### config.mk
export PLATFORM = sky130hd
export DESIGN_NAME = wallace_multiplier
export DESIGN_NICKNAME = d
export VERILOG_FILES = /design/src/rtl/wallace_pkg.sv /design/src/rtl/wallace_multiplier_csa_fa.sv /design/src/rtl/wallace_multiplier.sv
export SDC_FILE = /design/constraint.sdc
export NUM_CORES = 1
export LEC_CHECK = 0
export BUFFER_PORTS_ARGS = -buffer_cell sky130_fd_sc_hd__buf_4
export CAP_MARGIN = 15
export CELL_PAD_IN_SITES_DETAIL_PLACEMENT = 0
export CELL_PAD_IN_SITES_GLOBAL_PLACEMENT = 1
export CORE_ASPECT_RATIO = 1.5
export CORE_UTILIZATION = 42
export CTS_BUF_LIST = sky130_fd_sc_hd__clkbuf_2
export DETAILED_ROUTE_END_ITERATION = 7
export PLACE_DENSITY_LB_ADDON = 0.1
export SETUP_SLACK_MARGIN = 0.05
export SYNTH_ARGS = -nofsm -noshare
export SYNTH_HDL_FRONTEND = slang
export SYNTH_SLANG_ARGS = --single-unit
### constraint.sdc
create_clock -name clk -period 3.5 [get_ports clk]
set_input_delay 0 -clock clk [delete_from_list [all_inputs] [get_ports clk]]
set_output_delay 0 -clock clk [all_outputs]
set_load 0.03 [all_outputs]
### src/rtl/wallace_pkg.sv
// Shared widths and types for the 8x8 Wallace-tree multiplier.
package wallace_pkg;
  localparam int MUL_W  = 8;
  localparam int PROD_W = 16;

  typedef logic [MUL_W-1:0]  operand_t;
  typedef logic [PROD_W-1:0] product_t;
endpackage

### src/rtl/wallace_multiplier_csa_fa.sv
// csa_fa: 1-bit full adder used as the 3:2 compressor of the reduction tree.
module csa_fa (
  input  logic a_i,
  input  logic b_i,
  input  logic c_i,
  output logic s_o,
  output logic c_o
);
  assign s_o = a_i ^ b_i ^ c_i;
  assign c_o = (a_i & b_i) | (a_i & c_i) | (b_i & c_i);
endmodule

### src/rtl/wallace_multiplier.sv
// Unsigned 8x8 -> 16 Wallace-tree multiplier with registered result.
// Optional WALLACE_PIPE_EN registers the two-row tree output, adding one cycle of latency.
module wallace_multiplier
  import wallace_pkg::*;
(
  input  logic     clk,
  input  logic     rst,
  input  logic     in_valid,
  input  operand_t a,
  input  operand_t b,
  output product_t result,
  output logic     out_valid
);
  // Valid semantics: in_valid qualifies a/b every cycle, there is no ready (always
  // accepted); out_valid marks the cycle result was loaded, result holds otherwise.

  logic [MUL_W-1:0][PROD_W-1:0] pp;

  for (genvar i = 0; i < MUL_W; i++) begin : g_pp
    assign pp[i] = {8'b0, a & {MUL_W{b[i]}}} << i;
  end

  // Reduction is done row-wise: each 3:2 group yields a sum row and a carry row
  // shifted by one. A carry out of bit 15 cannot occur because the total fits 16 bits.

  // Stage 1: 8 -> 6 (two full-adder groups, half adders on rows 6/7)
  logic [5:0][PROD_W-1:0] st1;
  logic [1:0][PROD_W-2:0] cy1;
  logic [PROD_W-2:0]      ha_c;

  for (genvar g = 0; g < 2; g++) begin : g_st1
    for (genvar k = 0; k < PROD_W-1; k++) begin : g_bit
      csa_fa u_fa (
        .a_i(pp[3*g][k]), .b_i(pp[3*g+1][k]), .c_i(pp[3*g+2][k]),
        .s_o(st1[2*g][k]), .c_o(cy1[g][k])
      );
    end
    assign st1[2*g][PROD_W-1] = pp[3*g][PROD_W-1] ^ pp[3*g+1][PROD_W-1] ^ pp[3*g+2][PROD_W-1];
    assign st1[2*g+1]         = {cy1[g], 1'b0};
  end

  assign ha_c   = pp[6][PROD_W-2:0] & pp[7][PROD_W-2:0];
  assign st1[4] = pp[6] ^ pp[7];
  assign st1[5] = {ha_c, 1'b0};

  // Stage 2: 6 -> 4
  logic [3:0][PROD_W-1:0] st2;
  logic [1:0][PROD_W-2:0] cy2;

  for (genvar g = 0; g < 2; g++) begin : g_st2
    for (genvar k = 0; k < PROD_W-1; k++) begin : g_bit
      csa_fa u_fa (
        .a_i(st1[3*g][k]), .b_i(st1[3*g+1][k]), .c_i(st1[3*g+2][k]),
        .s_o(st2[2*g][k]), .c_o(cy2[g][k])
      );
    end
    assign st2[2*g][PROD_W-1] = st1[3*g][PROD_W-1] ^ st1[3*g+1][PROD_W-1] ^ st1[3*g+2][PROD_W-1];
    assign st2[2*g+1]         = {cy2[g], 1'b0};
  end

  // Stage 3: 4 -> 3 (row 3 passes through)
  logic [2:0][PROD_W-1:0] st3;
  logic [PROD_W-2:0]      cy3;

  for (genvar k = 0; k < PROD_W-1; k++) begin : g_st3
    csa_fa u_fa (
      .a_i(st2[0][k]), .b_i(st2[1][k]), .c_i(st2[2][k]),
      .s_o(st3[0][k]), .c_o(cy3[k])
    );
  end
  assign st3[0][PROD_W-1] = st2[0][PROD_W-1] ^ st2[1][PROD_W-1] ^ st2[2][PROD_W-1];
  assign st3[1]           = {cy3, 1'b0};
  assign st3[2]           = st2[3];

  // Stage 4: 3 -> 2
  logic [1:0][PROD_W-1:0] st4;
  logic [PROD_W-2:0]      cy4;

  for (genvar k = 0; k < PROD_W-1; k++) begin : g_st4
    csa_fa u_fa (
      .a_i(st3[0][k]), .b_i(st3[1][k]), .c_i(st3[2][k]),
      .s_o(st4[0][k]), .c_o(cy4[k])
    );
  end
  assign st4[0][PROD_W-1] = st3[0][PROD_W-1] ^ st3[1][PROD_W-1] ^ st3[2][PROD_W-1];
  assign st4[1]           = {cy4, 1'b0};

  product_t sum_row;
  product_t carry_row;
  logic     add_valid;

`ifdef WALLACE_PIPE_EN
  product_t sum_q, sum_d;
  product_t carry_q, carry_d;
  logic     pvld_q, pvld_d;

  always_comb begin
    sum_d   = sum_q;
    carry_d = carry_q;
    pvld_d  = in_valid;
    if (in_valid) begin
      sum_d   = st4[0];
      carry_d = st4[1];
    end
  end

  always_ff @(posedge clk) begin
    if (rst) begin
      sum_q   <= '0;
      carry_q <= '0;
      pvld_q  <= 1'b0;
    end else begin
      sum_q   <= sum_d;
      carry_q <= carry_d;
      pvld_q  <= pvld_d;
    end
  end

  assign sum_row   = sum_q;
  assign carry_row = carry_q;
  assign add_valid = pvld_q;
`else
  assign sum_row   = st4[0];
  assign carry_row = st4[1];
  assign add_valid = in_valid;
`endif

  product_t result_q, result_d;
  logic     out_valid_q, out_valid_d;

  always_comb begin
    result_d    = result_q;
    out_valid_d = add_valid;
    if (add_valid) begin
      result_d = sum_row + carry_row;
    end
  end

  always_ff @(posedge clk) begin
    if (rst) begin
      result_q    <= '0;
      out_valid_q <= 1'b0;
    end else begin
      result_q    <= result_d;
      out_valid_q <= out_valid_d;
    end
  end

  assign result    = result_q;
  assign out_valid = out_valid_q;
endmodule

==> reports/qor.csv <==
metric,value,unit
cts.path.max_buffers,2,
grt_pass1_wl,9.039,mm
synth_area_per_cell,9.170,um2
path_buf_inv,5,
p_comb_share,77.3,%
row_count,34,
portBuffers,35,
slew_headroom,84.28,%
path_clk_slew,0.17,ns
nFillCells,560,
pwr-share-clk,5.8,%
worst_setup_path_end_kind,flip-flop,
setup_viol,0,
critPathKind,in -> reg,
synthesis.nets,370,
cp_data_required_time,3.72,ns
drc,0,
dpl_cell_area,3119,um2
synth_flop_cell,dfxtp_1,
drv_slew,0,
clockRootBuffer,clkbuf_2,
yosys.area.top_type,fa_1,
hpwl,4.659,mm
hp-class,in -> reg,
cp_max_fo,7,
place_congestion,0.7925,
ys_seq_area_share,13.26,%
seqPwrFrac,16.9,%
postRouteAntennaNets,0,
diodes,0,
critPathMaxStageDelay,0.53,ns
h-tree-depth,1,
leakagePower,1.644,nW
grt_start_max_net_pins,18,
critPathTopFamily,adder cells,
fin_worst_skew,0,ns
fin_area,3179,um2
powerDensity,482.3,nW/um2
synth_most_common_cell,inv_1,
drv_cap,0,
synth-edff-count,0,
vias_per_cell,4.724,
ys_warn_count,0,
crit_arrival,3.59,ns
status,finished clean,
insertion_delay,0.29,ns
syn_inst,280,
yosys-top-cells-area,"fa_1 30%, ha_1 16%, dfxtp_1 13%",
hold_ws,0.04804,ns
cts_buffers,3,
grt_overflow,0,
die_w,65.84,um
layout_min_cycle_time,3.370,ns
firstDrtPassIters,4,
nets,436,
die-area,6436,um2
start_util,44.05,%
netlist-cell-type-count,32,
grt_use_total,17.94,%
critPathLaunchType,primary input,
rsz0062_at_grt,yes,
ys_seq_elements,17,
cts.sinks,17,
fmaxAchievable,0.2968,GHz
wl,5.254,mm
worstMarginPinSlew,0.2333,ns
switchingPower,0.0007056,W
grt_pass1_vias,2003,
syn_to_final_growth,23.83,%
setup_tns,0,ns
internal-power,0.0008276,W
worstPathCellList,buf_4 -> and2_4 -> fa_1 -> inv_1 -> fa_1 -> inv_1 -> fa_1 -> inv_1 -> fa_1 -> inv_1 -> ha_4 -> nand3_2 -> o211ai_4 -> nand3_2 -> a211o_1 -> o311ai_1,
drive_gt1_share,22.32,%
power,0.001533,W
synthArstFlopShare,0,%
cts_tree,yes,
io-pin-count,36,
wire_per_inst,12.60,um
core-area,5828,um2
irDropWorstVdd,0.0002423,V
vias,1970,
cp_slowest_cell,fa_1,
hold_viol,0,
synth_top_area_share,30.41,%
syn_area,2567,um2
die_h,97.76,um
drtIter0Drc,47,
finalCritPeriodShare,96.28,%
antenna_found_initial,0,
p_sw_share,46.02,%
synth_common_cells,"58 x inv_1, 47 x and2_1, 39 x fa_1",
-- power by group through the flow --
stage / Combinational (W) / Clock, W / Sequential, W
floorplan: 0.000726 / 0 / 0.000348
global placement: 0.00117 / 0 / 0.000264
detailed placement: 0.00118 / 0 / 0.000265
CTS: 0.00119 / 0.0000923 / 0.000261
global route: 0.00134 / 0.000104 / 0.000265
finish: 0.00119 / 0.0000889 / 0.000259
-- cell families (layout without fill, tap and decap cells) --
family | count (synthesis) | in the layout | share of synthesized area (%)
compound gates | 29 | 29 | 7.359
xor+xnor | 8 | 8 | 2.729
fa+ha+maj | 71 | 71 | 46.00
buf+inv | 61 | 126 | 9.259
flops | 17 | 17 | 13.26
mux | 7 | 7 | 2.729
simple gates | 87 | 87 | 18.66
-- final timing paths --
check	startpoint	end	slack [ns]	cells after the start
worst min register to register	result[14]	result[14]	0.46	2
worst max register to register	result[13]	result[13]	2.76	2
worst max-delay path	b[3]	result[13]	0.13	16
worst min-delay path	in_valid	result[7]	0.05	2
-- registers in the layout (all words and copies together), names as in the netlist --
signal     cells
result        16
out_valid      1
-- metal layers --
| metal | up-vias | share of wire [%] | global-route usage (%) |
|---|---|---|---|
| met2 | 27 | 56 | 33.20 |
| met4 | 0 | 0.97 | 4.013 |
| met1 | 936 | 42 | 22.04 |
| li1 | 1003 | - | - |
| met3 | 4 | 1.6 | 1.051 |
| met5 | - | 0 | 0 |
-- cell type report --
| type | instances | area [um2] | area share (%) |
|---|---|---|---|
| timing repair buffer | 64 | 483.0 | 15.19 |
| inverter | 58 | 217.7 | 6.848 |
| tap | 72 | 90.09 | 2.834 |
| clock buffer | 3 | 15.01 | 0.4723 |
| sequential | 17 | 340.3 | 10.70 |
| clock inverter | 1 | 5.005 | 0.1574 |
| multi-input combinational | 202 | 2028 | 63.79 |
-- layout by cell type, fill, tap and decap left out, types with 2 or more instances in the layout --
cell type and n:
a211oi_1 2, a21o_1 3, a21oi_1 6, a31oi_1 2, and2_1 45, and2_4 2, buf_4 63, clkbuf_2 3
dfxtp_1 17, fa_1 38, ha_1 31, inv_1 58, mux2i_1 7, nand2_1 20, nand2b_1 4, nand3_1 2
nand3_2 2, nor2_1 9, o21ai_1 4, o22ai_1 3, xnor2_1 4, xor2_1 4
-- worst reg2reg max path, stage by stage (launching register included) --
cell	delay, ns
dfxtp_1	0.38
inv_1	0.05
o311ai_1	0.24
-- metrics by stage --
| stage | cells | setup slack (ns) | util [%] |
|---|---|---|---|
| 2_1_floorplan | 280 | 0.02746 | - |
| 3_3_place_gp | 411 | -0.2287 | 53.52 |
| 3_5_place_dp | 411 | -0.2706 | 53.52 |
| 4_1_cts | 416 | 0.05442 | 54.04 |
| 5_1_grt | 417 | 0.02248 | 54.55 |
| 6_report | 417 | 0.1302 | 54.55 |
-- timing repair --
action	4_1_cts	5_1_grt
hold endpoints to repair	10	0
hold buffers	1	0
endpoints found under the setup margin	0	3
resized for setup	0	5
buffers inserted	0	1
(Power assumes the default switching activity.)
